[config.mk]
export PLATFORM = sky130hd
export DESIGN_NAME = encoder_8to3_seq
export DESIGN_NICKNAME = d
export VERILOG_FILES = /design/src/rtl/encoder_8to3_seq.sv
export SDC_FILE = /design/constraint.sdc
export NUM_CORES = 1
export LEC_CHECK = 0
export BUFFER_PORTS_ARGS = -buffer_cell sky130_fd_sc_hd__clkbuf_2
export CAP_MARGIN = 20
export CORE_MARGIN = 3
export CORE_UTILIZATION = 45
export CTS_BUF_LIST = sky130_fd_sc_hd__clkbuf_2 sky130_fd_sc_hd__clkbuf_4 sky130_fd_sc_hd__clkbuf_8
export CTS_CLUSTER_DIAMETER = 120
export DETAILED_ROUTE_END_ITERATION = 7
export PLACE_DENSITY_LB_ADDON = 0.05
export SLEW_MARGIN = 15
export SYNTH_ARGS = -nofsm -noshare
export SYNTH_HDL_FRONTEND = slang
export SYNTH_SLANG_ARGS = --single-unit
[constraint.sdc]
create_clock -name clk -period 3.9 [get_ports clk]
set_input_delay 0.195 -clock clk [delete_from_list [all_inputs] [get_ports clk]]
set_output_delay 0.195 -clock clk [all_outputs]
set_load 0.1 [all_outputs]
[src/rtl/encoder_8to3_seq.sv]
// Sequential 8-to-3 encoder: emits the binary index of every set bit of an accepted vector,
// lowest first, one code per output handshake, with op_last on the final code.
// Optional macro ENC_ZERO_FLAG_EN: an all-zero vector yields one beat flagged by zero_flag.
module encoder_8to3_seq #(
  parameter int N_IN  = 8,
  parameter int W_OUT = 3
) (
  input  logic             clk,
  input  logic             rst,
  input  logic [N_IN-1:0]  inp,
  input  logic             inp_valid,
  output logic             inp_ready,
  output logic [W_OUT-1:0] op,
  output logic             op_valid,
  input  logic             op_ready,
  output logic             op_last
`ifdef ENC_ZERO_FLAG_EN
  ,
  output logic             zero_flag
`endif
);

  typedef enum logic [0:0] {IDLE = 1'b0, BUSY = 1'b1} state_t;

  localparam logic [N_IN-1:0] ONE = N_IN'(1);

  state_t           state, state_nxt;
  logic [N_IN-1:0]  pend, pend_nxt;
  logic [W_OUT-1:0] op_nxt;
  logic             op_valid_nxt;
  logic             op_last_nxt;
`ifdef ENC_ZERO_FLAG_EN
  logic             zero_q, zero_nxt;
  assign zero_flag = zero_q;
`endif

  // Index of the lowest set bit; scanning downward lets the lowest hit win.
  function automatic logic [W_OUT-1:0] lowest_idx(input logic [N_IN-1:0] v);
    lowest_idx = '0;
    for (int i = N_IN - 1; i >= 0; i--) begin
      if (v[i]) lowest_idx = W_OUT'(i);
    end
  endfunction

  // True when exactly one bit is set: nonzero and clearing the lowest bit leaves nothing.
  function automatic logic single_bit(input logic [N_IN-1:0] v);
    single_bit = (v != '0) && ((v & (v - ONE)) == '0);
  endfunction

  assign inp_ready = (state == IDLE);

  // State register.
  always_ff @(posedge clk) begin
    if (rst) state <= IDLE;
    else     state <= state_nxt;
  end

  // Output and pending-bit registers; reset discards any vector in flight.
  always_ff @(posedge clk) begin
    if (rst) begin
      pend     <= '0;
      op       <= '0;
      op_valid <= 1'b0;
      op_last  <= 1'b0;
`ifdef ENC_ZERO_FLAG_EN
      zero_q   <= 1'b0;
`endif
    end else begin
      pend     <= pend_nxt;
      op       <= op_nxt;
      op_valid <= op_valid_nxt;
      op_last  <= op_last_nxt;
`ifdef ENC_ZERO_FLAG_EN
      zero_q   <= zero_nxt;
`endif
    end
  end

  // Next-state and next-output: hold everything unless a vector is taken or a code is consumed.
  always_comb begin
    state_nxt    = state;
    pend_nxt     = pend;
    op_nxt       = op;
    op_valid_nxt = op_valid;
    op_last_nxt  = op_last;
`ifdef ENC_ZERO_FLAG_EN
    zero_nxt     = zero_q;
`endif
    case (state)
      IDLE: begin
        if (inp_valid) begin
          if (inp != '0) begin
            op_nxt       = lowest_idx(inp);
            op_valid_nxt = 1'b1;
            op_last_nxt  = single_bit(inp);
            pend_nxt     = inp & (inp - ONE);
            state_nxt    = BUSY;
`ifdef ENC_ZERO_FLAG_EN
            zero_nxt     = 1'b0;
`endif
          end else begin
`ifdef ENC_ZERO_FLAG_EN
            op_nxt       = '0;
            op_valid_nxt = 1'b1;
            op_last_nxt  = 1'b1;
            pend_nxt     = '0;
            zero_nxt     = 1'b1;
            state_nxt    = BUSY;
`else
            // Empty vector is consumed and dropped without an output beat.
            state_nxt    = IDLE;
`endif
          end
        end
      end
      BUSY: begin
        if (op_ready) begin
          if (pend != '0) begin
            op_nxt      = lowest_idx(pend);
            op_last_nxt = single_bit(pend);
            pend_nxt    = pend & (pend - ONE);
`ifdef ENC_ZERO_FLAG_EN
            zero_nxt    = 1'b0;
`endif
          end else begin
            // Final code consumed; op keeps its last value, one bubble before next vector.
            op_valid_nxt = 1'b0;
            op_last_nxt  = 1'b0;
            state_nxt    = IDLE;
`ifdef ENC_ZERO_FLAG_EN
            zero_nxt     = 1'b0;
`endif
          end
        end
      end
      default: state_nxt = IDLE;
    endcase
  end

endmodule

### Word level (Yosys, flattened, before mapping)

Index checks and enable logic that the tools add are counted.

* add/sub/neg operators: 2
* eq/ne operators: 5
* muxes and demuxes: 41
* bitwise logic cells: 3
* reductions and logical operators: 9

Operators by type and width (number)
* $mux W3: 20
* $mux W8: 4
* $and A8 B8 Y8: 2
* $logic_not A8 Y1: 2
* $pmux W8 S2: 1
* $reduce_bool A8 Y1: 2
* $sub A8 B1 Y8 const B: 2
* $mux W1: 12
* $reduce_and A4 Y1: 2
* $ne A2 B2 Y1 const B: 3
* $pmux W1 S2: 3
* $pmux W3 S2: 1
* $ne A2 B1 Y1 const B: 2
* $reduce_and A3 Y1: 1
* $logic_and A1 B1 Y1: 2
* $not A1 Y1: 1

* register bits after elaboration: 14
* input port bits: 12
* output and inout port bits: 6

### Longest topological paths before layout

Gate-level depths: netlist of the first run.

* depth in word-level cells: 11
* gate-level depth with buffers: 7

### Least setup slack after synthesis of the first run

No wires, ideal clock.

* path type: flip-flop to flip-flop
* start: reg state
* end: reg op_last
* setup time: 0.117 ns
* arrival: 1.708 ns
* path slack: 2.074 ns
* cell stages (with the launch flop): 7
* path through: dfxtp_1 -> buf_2 -> inv_1 -> a311o_1 -> o22ai_1 -> o2bb2ai_1 -> a32o_1

* word-level cells in the longest chain between the ends: 3

RTL lines
* from (decl): RTL line 27 `state_t state, state_nxt;`
* from (signal assigned): RTL line 55 `else state <= state_nxt;`
* $not A1 Y1 (*)
* net inp_ready: RTL line 12 `output logic inp_ready,`
* $ne A2 B1 Y1 (no line) or $ne A2 B2 Y1 (tied branches)
* $reduce_and A3 Y1 (no line)
* to (signal assigned): RTL line 72 `op_last <= op_last_nxt;`
* to (decl): RTL line 16 `output logic op_last`

Mark *: on every way through the listed nets, which the timed path passes. The rest lies on a longest branch.
A chain may end at the register's enable or synchronous reset.

### Worst setup path in the final report of the first run

* start: reg state
* end: out inp_ready

* word-level cells in the longest chain between the ends: 1

RTL lines (RTL line)
* $not A1 Y1
* to (decl): 12

No other way between the ends.

==> reports/qor.log, run 1 <==
qor: run_status.result_of_the_run complete, no violations
qor: grt.first_global_vias 827
qor: layout.antenna-diode-count 0
qor: synthesis.synthMostInstantiatedCell a21oi_1
qor: timing.final.setup_skew 0.005921 ns
qor: timing.setup-tns-final 0 ns
qor: clock_network.clock-sinks 13
qor: synthesis.syn-instance-count 120
qor: synthesis.synth-edff-count 0
qor: floorplanning.core_region_area 1821 µm²
qor: timing.slew_violations 0
qor: clock_network.clk_pin_slew 0.08 ns
qor: synthesis.synthTopCellsByArea dfxtp_1 28%, a21oi_1 8.7%, nor2_1 5.7%
qor: synthesis.syn_area 918.4 µm²
qor: clock_network.ctsRootBufferMaster clkbuf_4
qor: pwr.powerDensity 378.6 nW/µm²
qor: grt.globalRouteTotalUtil 0.1880
qor: timing.finalSetupViolations 0
qor: layout.num-nets-final 147
qor: clock_network.resized_cells_post_cts 0
qor: clock_network.hold_bufs_at_cts 0
qor: placement.dp_hpwl 1674 µm
qor: timing.setup_repair_after_global_routing_missed_its_margin no
qor: timing.timing.final.crit_period 1.934 ns
qor: layout.area_delta_synth_final 12.40%
qor: synthesis.synth_top_flop_cell dfxtp_1
qor: detailed_routing.dr.pass1.iters 4
qor: worst_setup_path.cp_max_fo 18
qor: detailed_routing.wire_per_inst 14.33 µm
qor: pwr.power 390.8 µW
qor: layout.share_of_final_layout_standard_cells_stronger_than_drive_strength_1 0.2015
qor: timing.hold_viol_final 0
qor: floorplanning.die_y 51.18 µm
qor: pwr.total_leakage_power 0.3711 nW
qor: placement.gp_congestion 0.8805
qor: synthesis.synth_area_leader_cell dfxtp_1
qor: clock_network.clock_path_buffers 2
qor: grt.grt_remaining_overflow 0
qor: clock_network.cts.repair_timing.setup_buffer_count 0
qor: synthesis.postSynthRegisterBits 13
qor: synthesis.yosys_warnings 0
qor: worst_setup_path.worst-endpoint-required 3.70 ns
qor: worst_setup_path.crit_path_cell_trace inv_1 -> clkbuf_2
qor: synthesis.synth_top_area_frac 0.2834
qor: detailed_routing.initial_drc_count 22
qor: synthesis.yosys.cell_types.count 40
qor: clock_network.htree_levels 1
qor: grt.grt_start_max_net_pins 19
qor: timing.maxSlewHeadroom 0.5766
qor: detailed_routing.drc 0
qor: pwr.worst_ir_drop_vdd 229.4 µV
qor: floorplanning.rows 15
qor: synthesis.synth_sequential_area_ratio 0.2834
qor: floorplanning.io_pins 18
qor: clock_network.tritoncts yes
qor: grt.antenna_found_initial 0
qor: detailed_routing.route.detailed.vias_per_inst 5.855
qor: detailed_routing.postRouteWirelength 2279 µm
qor: synthesis.postSynthNetCount 132
qor: worst_setup_path.critPathMaxStageDelay 0.73 ns
qor: detailed_routing.final_antenna_net_count 0
qor: floorplanning.floorplan.initialDensity 0.5045
qor: placement.port_buffers 17
qor: worst_setup_path.type_of_element_launching_the_critical_path flop
qor: worst_setup_path.setup.worst_path.class flop to output pin
qor: grt.wire_length_of_the_first_global_routing_pass 3753 µm
qor: min_path.hold_path_class primary input to flop
qor: worst_setup_path.worst-endpoint-arrival 1.74 ns
qor: clock_network.cts_buffers 3
qor: job.drv.max_cap_violation_count 0
qor: detailed_routing.vias 931
qor: synthesis.synth_commonest_cells 16 x a21oi_1, 14 x nor2_1, 13 x dfxtp_1
qor: worst_setup_path.cpMaxStageDelayCell dfxtp_1
qor: timing.min_period_over_period 0.4960
qor: synthesis.postSynth.asyncResetShare 0
qor: floorplanning.die_width 51.18 µm
qor: timing.worst_slew_pin_slew 0.6343 ns
qor: timing.timing.fmax 516.9 MHz
qor: synthesis.syn_area_per_cell 7.653 µm²
qor: clock_network.clock_latency_at_the_later_pin_of_the_worst_skew_pair 0.27 ns
qor: floorplanning.die-area 2619 µm²
qor: worst_setup_path.worstSetupEndpointType output pin
placed cells by master, fill, tap and decap left out, types with 2 or more instances in the layout:
cell	instances
a211oi_1	2
o22ai_1	2
inv_1	8
nand2_1	5
clkbuf_2	17
clkbuf_4	4
nor4_1	2
nor3_1	7
nand2b_1	2
nand3_1	4
o21ai_1	5
nor2_1	14
o31ai_1	5
maj3_1	2
o211ai_1	4
a21oi_1	16
dfxtp_1	13
stage by stage:
stage                 util  worst slack [ns]  hold WS, ns  instance area, µm²  cells
finish              0.5670             1.966       0.2755                1032    159
global route        0.5670             1.871       0.2820                1032    159
CTS                 0.5670             1.991       0.2626                1032    159
detailed placement  0.5505             2.048       0.4874                1002    155
global placement    0.5505             2.065       0.4875                1002    155
floorplan                -             2.074       0.2967               918.4    120
flip-flops by register name, indices dropped and copies added (netlist names):
signal	flops
state	1
op	3
pend	7
op_last	1
op_valid	1
worst max-delay path, delay by kind of cell, from the launching register on:
family	cells	cell delay [ns]
buffers and inverters	2	0.73
DFF	1	0.73
per-layer routing:
metal / wire [µm] / track usage
met5: 0 / 0
met4: 21 / 0.07175
met3: 167 / 0.04956
met2: 964 / 0.2790
met1: 1125 / 0.2571
report_power, final:
group          internal [mW]  switching, mW  leakage [nW]  total, mW
sequential             0.144         0.0148         0.107      0.159
combinational         0.0385          0.104         0.246      0.143
clock                 0.0466         0.0430        0.0184     0.0895
logic make-up after synthesis:
group | count (synthesis) | share of synthesized area
adder cells (fa/ha/maj) | 2 | 0.02180
flip-flops | 13 | 0.2834
buffers and inverters | 16 | 0.07219
AND/OR/NAND/NOR | 42 | 0.2371
AO/OA/AOI/OAI | 47 | 0.3856
worst paths after layout:
check	from	to	slack [ns]	cells after the start
worst max register to register	state	op_last	2.00	5
worst min-delay path	inp[0]	pend[1]	0.28	3
worst min register to register	op[0]	op[0]	0.50	2
worst max-delay path	state	inp_ready	1.97	2
final cells by class:
cell class	instances	area (µm²)
Fill cell	185	788.3
Multi-Input combinational cell	91	591.8
Sequential cell	13	260.3
Timing Repair Buffer	17	85.08
Inverter	9	33.78
Tap cell	25	31.28
Clock buffer	4	30.03
(Power assumes the default switching activity.)
==> run 2: changes to the inputs <==
- ABC_AREA: not set -> 1
- clock period: 3.9 -> 1.87 ns (I/O delays scaled with it)
==> run 2 against run 1 <==
  * First-iteration DRC count grew 64%
  * Final cell count is 31% higher
  * Clock power up 100%
  * Routed wire length fell by 4.4%
  * Largest power group is now combinational logic
  * Clock-buffer cell count stayed put
  * Worst setup slack got worse by 1.5 ns
  * Worst hold slack got worse by 0.14 ns
  * Clock skew down 0.0015 ns
  * Critical endpoint is now pend[7]
  * Core utilization shrank 0.82 points
  * Sequential cell count stayed put
  * Cell area is 9.5% higher
  * Sequential power rose by 110%
==> reports/qor.log, run 2 <==
qor: worst_setup_path.worst-endpoint-arrival 1.61 ns
qor: synthesis.postSynthNetCount 176
qor: worst_setup_path.top_cell_by_count_worst_path nor2_1
qor: detailed_routing.final_antenna_net_count 0
qor: floorplanning.core_region_area 2022 µm²
qor: synthesis.postSynthRegisterBits 13
qor: detailed_routing.vias 1040
qor: pwr.power_frac_clock 0.189
qor: clock_network.ctsRootBufferMaster clkbuf_4
qor: layout.area_of_combinational_cells_with_multiple_inputs 634.4 µm²
qor: worst_setup_path.crit-reg2reg-launch pend[4]
qor: synthesis.synthMostInstantiatedCell nand2_1
qor: grt.grt_remaining_overflow 0
qor: timing.min_period_over_period 0.7740
qor: clock_network.tritoncts yes
qor: pwr.netSwitchingFraction 0.4532
qor: detailed_routing.route.detailed.vias_per_inst 4.976
qor: grt.antenna_found_initial 0
qor: placement.cell_area_reported_after_detailed_placement 1100 µm²
qor: floorplanning.io_pins 18
qor: pwr.total_leakage_power 0.5778 nW
qor: synthesis.synth_area_leader_cell dfxtp_1
qor: layout.mostFrequentLayoutCells 43 x nand2_1, 31 x nor2_1, 17 x clkbuf_2
qor: synthesis.synth_commonest_cells 43 x nand2_1, 31 x nor2_1, 16 x inv_1
qor: pwr.p_int 523.3 µW
qor: timing.timing.fmax 690.9 MHz
qor: layout.postLayoutCellArea 1130 µm²
qor: worst_setup_path.worst-endpoint-required 2.03 ns
qor: synthesis.synthTopCellsByArea dfxtp_1 26%, nand2_1 16%, nor2_1 12%
qor: layout.share_of_final_layout_standard_cells_stronger_than_drive_strength_1 0.2637
qor: placement.port_buffers 17
qor: layout.register_area 260.3 µm²
qor: min_path.hp-start op_ready
qor: timing.timing.final.crit_period 1.447 ns
qor: placement.placedCellCount 205
qor: timing.worst_slew_pin_slew 0.5441 ns
qor: timing.final_critical_path_setup_slack 0.4226 ns
qor: synthesis.syn_area 998.5 µm²
qor: layout.number_of_fillers_in_the_final_layout 215
qor: layout.stdcell_count 209
qor: run_status.result_of_the_run complete, no violations
qor: worst_setup_path.type_of_element_launching_the_critical_path flop
qor: grt.wire_length_of_the_first_global_routing_pass 3829 µm
qor: detailed_routing.wire_per_inst 10.43 µm
qor: min_path.hold_depth 4
qor: worst_setup_path.worst_r2r_path_depth 9
qor: worst_setup_path.cp.buffers_inverters 1
qor: detailed_routing.dr.pass1.iters 4
qor: synthesis.synth_top_area_frac 0.2607
qor: layout.most_common_cell_after_layout_fill_and_taps_aside nand2_1
qor: pwr.switchingPower 433.7 µW
qor: worst_setup_path.critical-path-top-delay-family simple AND/OR/NAND/NOR gates
qor: layout.registers.top_by_ff_count pend
qor: pwr.powerDensity 847.0 nW/µm²
qor: worst_setup_path.cpMaxStageDelayCell dfxtp_1
qor: worst_setup_path.r2r_slack 0.42 ns
qor: layout.flip_flop_count_of_the_largest_register_all_copies_and_words_added 7
qor: floorplanning.die_y 53.11 µm
qor: floorplanning.die_width 53.11 µm
qor: clock_network.resized_cells_post_cts 0
qor: grt.global_route.peak_usage_layer met2
qor: timing.finalSetupViolations 0
qor: pwr.worst_ir_drop_vdd 600.8 µV
qor: pwr.power.sequential.fraction 0.355
qor: grt.use_met3 0.04789
qor: clock_network.clk_pin_slew 0.08 ns
qor: min_path.min_delay_worst_endpoint state
qor: synthesis.postSynth.asyncResetShare 0
qor: timing.hold_viol_final 0
qor: synthesis.syn-instance-count 164
qor: pwr.share_comb_of_total_power 0.455
qor: timing.slew_violations 0
qor: placement.placement.setup.worst_slack 0.4229 ns
qor: grt.met1_usage 0.2317
qor: synthesis.yosys.cell_types.count 25
qor: worst_setup_path.crit-reg2reg-capture pend[7]
qor: job.drv.max_cap_violation_count 0
qor: clock_network.cts_buffers 3
qor: worst_setup_path.worstSetupEndpointType flop
qor: detailed_routing.initial_drc_count 36
qor: detailed_routing.postRouteWirelength 2179 µm
qor: clock_network.clock_path_buffers 2
qor: grt.first_global_vias 957
qor: layout.top_regs pend (7), op (3)
qor: timing.setup_repair_after_global_routing_missed_its_margin no
qor: worst_setup_path.setup.worst_path.class flop to flop
qor: floorplanning.floorplan.initialDensity 0.4938
qor: floorplanning.rows 16
qor: layout.num-nets-final 195
qor: min_path.hold_path_class primary input to flop
qor: floorplanning.die-area 2820 µm²
qor: grt.groute.layer.met2.usage 0.3099
qor: worst_setup_path.cp_max_fo 12
qor: timing.setup-tns-final 0 ns
qor: worst_setup_path.critPathMaxStageDelay 0.41 ns
qor: synthesis.syn_area_per_cell 6.088 µm²
qor: synthesis.synth_sequential_area_ratio 0.2607
qor: clock_network.htree_levels 1
qor: placement.dp_hpwl 1799 µm
qor: grt.globalRouteTotalUtil 0.1803
qor: layout.antenna-diode-count 0
qor: synthesis.synth-edff-count 0
qor: clock_network.cts.repair_timing.setup_buffer_count 0
qor: worst_setup_path.crit_path_cell_trace nor2_1 -> nand2_1 -> nor2_1 -> nor2_2 -> nand2_2 -> nand2_4 -> inv_2 -> nor3_1 -> nor2_1
qor: grt.grt_start_max_net_pins 14
qor: clock_network.clock-sinks 13
qor: synthesis.synth_top_flop_cell dfxtp_1
qor: clock_network.clock_latency_at_the_later_pin_of_the_worst_skew_pair 0.27 ns
qor: clock_network.hold_bufs_at_cts 0
qor: timing.maxSlewHeadroom 0.6388
qor: timing.final.setup_skew 0.004445 ns
qor: synthesis.yosys_warnings 0
qor: detailed_routing.drc 0
qor: layout.area_delta_synth_final 13.16%
qor: placement.gp_congestion 0.8890
run 2: worst max path at each step:
stage	from	to	slack, ns	cells after the start
2_1_floorplan	state	op_last	0.39	8
3_3_place_gp	pend[4]	pend[7]	0.45	9
3_5_place_dp	pend[1]	pend[7]	0.42	9
4_1_cts	pend[1]	pend[7]	0.41	9
5_1_grt	pend[4]	pend[7]	0.26	9
6_report	pend[4]	pend[7]	0.42	9
run 2: tightest hold or removal path: cells and delay by family:
family / cells / cell delay (ns)
compound gates: 1 / 0.06
simple gates: 1 / 0.05
buf+inv: 2 / 0.16
run 2: cell families after synthesis:
family          synth area share
compound gates            0.1842
buf+inv                   0.1040
flops                     0.2607
simple gates              0.4511
run 2: power by group through the flow:
stage | logic [mW] | registers (mW) | clock network (mW)
finish | 0.436 | 0.340 | 0.181
global route | 0.483 | 0.346 | 0.200
CTS | 0.438 | 0.340 | 0.190
detailed placement | 0.437 | 0.346 | 0
global placement | 0.435 | 0.346 | 0
floorplan | 0.254 | 0.450 | 0
run 2: area by class of cell:
cell class | instances | area share
Timing Repair Buffer | 18 | 0.08195
Tap cell | 27 | 0.02990
Sequential cell | 13 | 0.2303
Inverter | 21 | 0.06977
Clock buffer | 4 | 0.02658
Multi-Input combinational cell | 126 | 0.5615
run 2: per-stage QoR:
step | util | total power [mW] | hold slack (ns)
after floorplan | - | 0.7038 | 0.2568
after global routing | 0.5588 | 1.029 | 0.1393
after detailed placement | 0.5439 | 0.7829 | 0.4189
after CTS | 0.5588 | 0.9683 | 0.1347
after global placement | 0.5439 | 0.7808 | 0.4035
final | 0.5588 | 0.9570 | 0.1353
run 2: routing by layer:
| layer | part of all wire | wire length (µm) |
|---|---|---|
| met4 | 0 | 0 |
| met2 | 0.48 | 1036 |
| met5 | 0 | 0 |
| met1 | 0.45 | 972 |
| met3 | 0.078 | 170 |
==> run 3: changes to the inputs <==
- clock period: 1.87 -> 1.3 ns (I/O delays scaled with it)
==> run 3 against run 2 <==
  * The flow now finishes with violations (negative setup slack)
  * Non-clock buffer count rose by 14
  * Fmax rose by 11%
  * Clock power rose by 61%
  * Sequential cell count did not move
  * Sequential share of layout area fell by 2.7 points
  * Cell area rose by 17%
  * Routed wire length rose by 25%
  * Critical endpoint is now pend[1]
==> reports/qor.log, run 3 (same netlist as run 2, synthesis figures left out) <==
qor: layout.num-nets-final 209
qor: clock_network.cts_buffers 3
qor: floorplanning.die_y 53.11 µm
qor: worst_setup_path.worstSetupEndpointType flop
qor: layout.most_common_cell_after_layout_fill_and_taps_aside nand2_1
qor: layout.area_delta_synth_final 32.83%
qor: worst_setup_path.setup.worst_path.class flop to flop
qor: detailed_routing.postRouteWirelength 2719 µm
qor: detailed_routing.vias 1123
qor: floorplanning.rows 16
qor: grt.globalRouteTotalUtil 0.2114
qor: worst_setup_path.cp_max_fo 8
qor: layout.top_regs pend (7), op (3)
qor: min_path.hold_path_class primary input to flop
qor: floorplanning.core_region_area 2022 µm²
qor: pwr.total_leakage_power 0.6748 nW
qor: job.drv.max_cap_violation_count 0
qor: layout.antenna-diode-count 0
qor: timing.min_period_over_period 1.005
qor: timing.final_critical_path_setup_slack -0.007049 ns
qor: timing.worst_slew_pin_slew 0.5399 ns
qor: clock_network.tritoncts yes
qor: grt.wire_length_of_the_first_global_routing_pass 4347 µm
qor: worst_setup_path.worst-endpoint-arrival 1.48 ns
qor: floorplanning.die_width 53.11 µm
qor: grt.grt_remaining_overflow 0
qor: detailed_routing.final_antenna_net_count 0
qor: floorplanning.die-area 2820 µm²
qor: layout.registers.top_by_ff_count pend
qor: placement.gp_congestion 0.8987
qor: clock_network.ctsRootBufferMaster clkbuf_4
qor: detailed_routing.drc 0
qor: worst_setup_path.critPathMaxStageDelay 0.34 ns
qor: layout.stdcell_count 223
qor: detailed_routing.wire_per_inst 12.19 µm
qor: run_status.result_of_the_run finished with violations
qor: layout.share_of_final_layout_standard_cells_stronger_than_drive_strength_1 0.4133
qor: placement.placement.setup.worst_slack -0.04183 ns
qor: run_status.violations_in_the_final_reports negative setup slack
qor: timing.hold_viol_final 0
qor: placement.dp_hpwl 2018 µm
qor: pwr.powerDensity 1215 nW/µm²
qor: timing.timing.final.crit_period 1.307 ns
qor: layout.mostFrequentLayoutCells 39 x nand2_1, 27 x nor2_1, 16 x inv_1, 16 x clkbuf_2, 14 x buf_4
qor: grt.grt_start_max_net_pins 15
qor: layout.flip_flop_count_of_the_largest_register_all_copies_and_words_added 7
qor: timing.setup_repair_after_global_routing_missed_its_margin yes
qor: detailed_routing.initial_drc_count 55
qor: clock_network.clock_latency_at_the_later_pin_of_the_worst_skew_pair 0.29 ns
qor: timing.setup-tns-final -0.01344 ns
qor: detailed_routing.dr.pass1.iters 4
qor: worst_setup_path.worst-endpoint-required 1.47 ns
qor: pwr.worst_ir_drop_vdd 971.1 µV
qor: worst_setup_path.cpMaxStageDelayCell dfxtp_2
qor: detailed_routing.route.detailed.vias_per_inst 5.036
qor: placement.port_buffers 17
qor: clock_network.clk_pin_slew 0.09 ns
qor: grt.first_global_vias 1003
qor: clock_network.clock-sinks 13
qor: floorplanning.io_pins 18
qor: clock_network.clock_path_buffers 2
qor: floorplanning.floorplan.initialDensity 0.4938
qor: timing.maxSlewHeadroom 0.6416
qor: timing.timing.fmax 765.1 MHz
qor: worst_setup_path.crit_path_cell_trace nor2_4 -> nand2_2 -> nor2_2 -> nor2_2 -> nand2_2 -> nand2_4 -> buf_12 -> o21ai_2 -> nor2_1
qor: clock_network.htree_levels 1
qor: timing.final.setup_skew 0.008315 ns
qor: grt.antenna_found_initial 0
qor: placement.placedCellCount 216
qor: timing.finalSetupViolations 3
qor: worst_setup_path.type_of_element_launching_the_critical_path flop
qor: timing.slew_violations 0
-- run 3: area by class of cell --
cell class                 instances  area, µm²
inverter                          21      81.33
sequential                        13      270.3
multi-input combinational        126      685.7
clock buffer                       4      30.03
timing repair buffer              32      225.2
tap                               27      33.78
fill                             196      695.7
-- run 3: critical path: cells and delay by family, from the launching register on --
kind	cells	cell delay (ns)
simple gates	7	0.60
flops	1	0.34
compound gates	1	0.10
buf+inv	1	0.15
-- run 3: report_power, final --
| part | switching (mW) | internal [mW] |
|---|---|---|
| clock network | 0.152 | 0.140 |
| registers | 0.0396 | 0.452 |
| logic | 0.539 | 0.288 |
-- run 3: through the flow --
stage / power (mW) / area [µm²] / hold WS, ns / utilization
final: 1.611 / 1326 / 0.07379 / 0.6559
after detailed placement: 1.227 / 1212 / 0.3861 / 0.5996
after floorplan: 1.017 / 1003 / 0.2283 / -
after global routing: 1.693 / 1326 / 0.08845 / 0.6559
after global placement: 1.223 / 1212 / 0.3874 / 0.5996
after CTS: 1.550 / 1274 / 0.07958 / 0.6300
-- run 3: path summary, 6_finish.rpt --
| kind | from | to | slack [ns] | cells past startpoint |
|---|---|---|---|---|
| worst max-delay path | pend[2] | pend[1] | -0.007 | 9 |
| worst min-delay path | rst | pend[4] | 0.07 | 2 |
| worst max register to register | pend[2] | pend[1] | -0.007 | 9 |
| worst min register to register | op[1] | op[1] | 0.51 | 2 |
-- run 3: timing repair --
action,4_1_cts,5_1_grt
pin swaps,5,5
setup buffers,2,1
hold buffers,0,0
endpoints found under the setup margin,9,11
gates resized for setup,6,18
gates cloned,0,0
-- run 3: routing by layer --
metal	vias to the layer above	global-route usage	wire length, µm
met5	-	0	0
met4	0	0.05957	51
met3	8	0.05070	196
met2	43	0.3760	1325
met1	492	0.2487	1145
li1	580	-	-
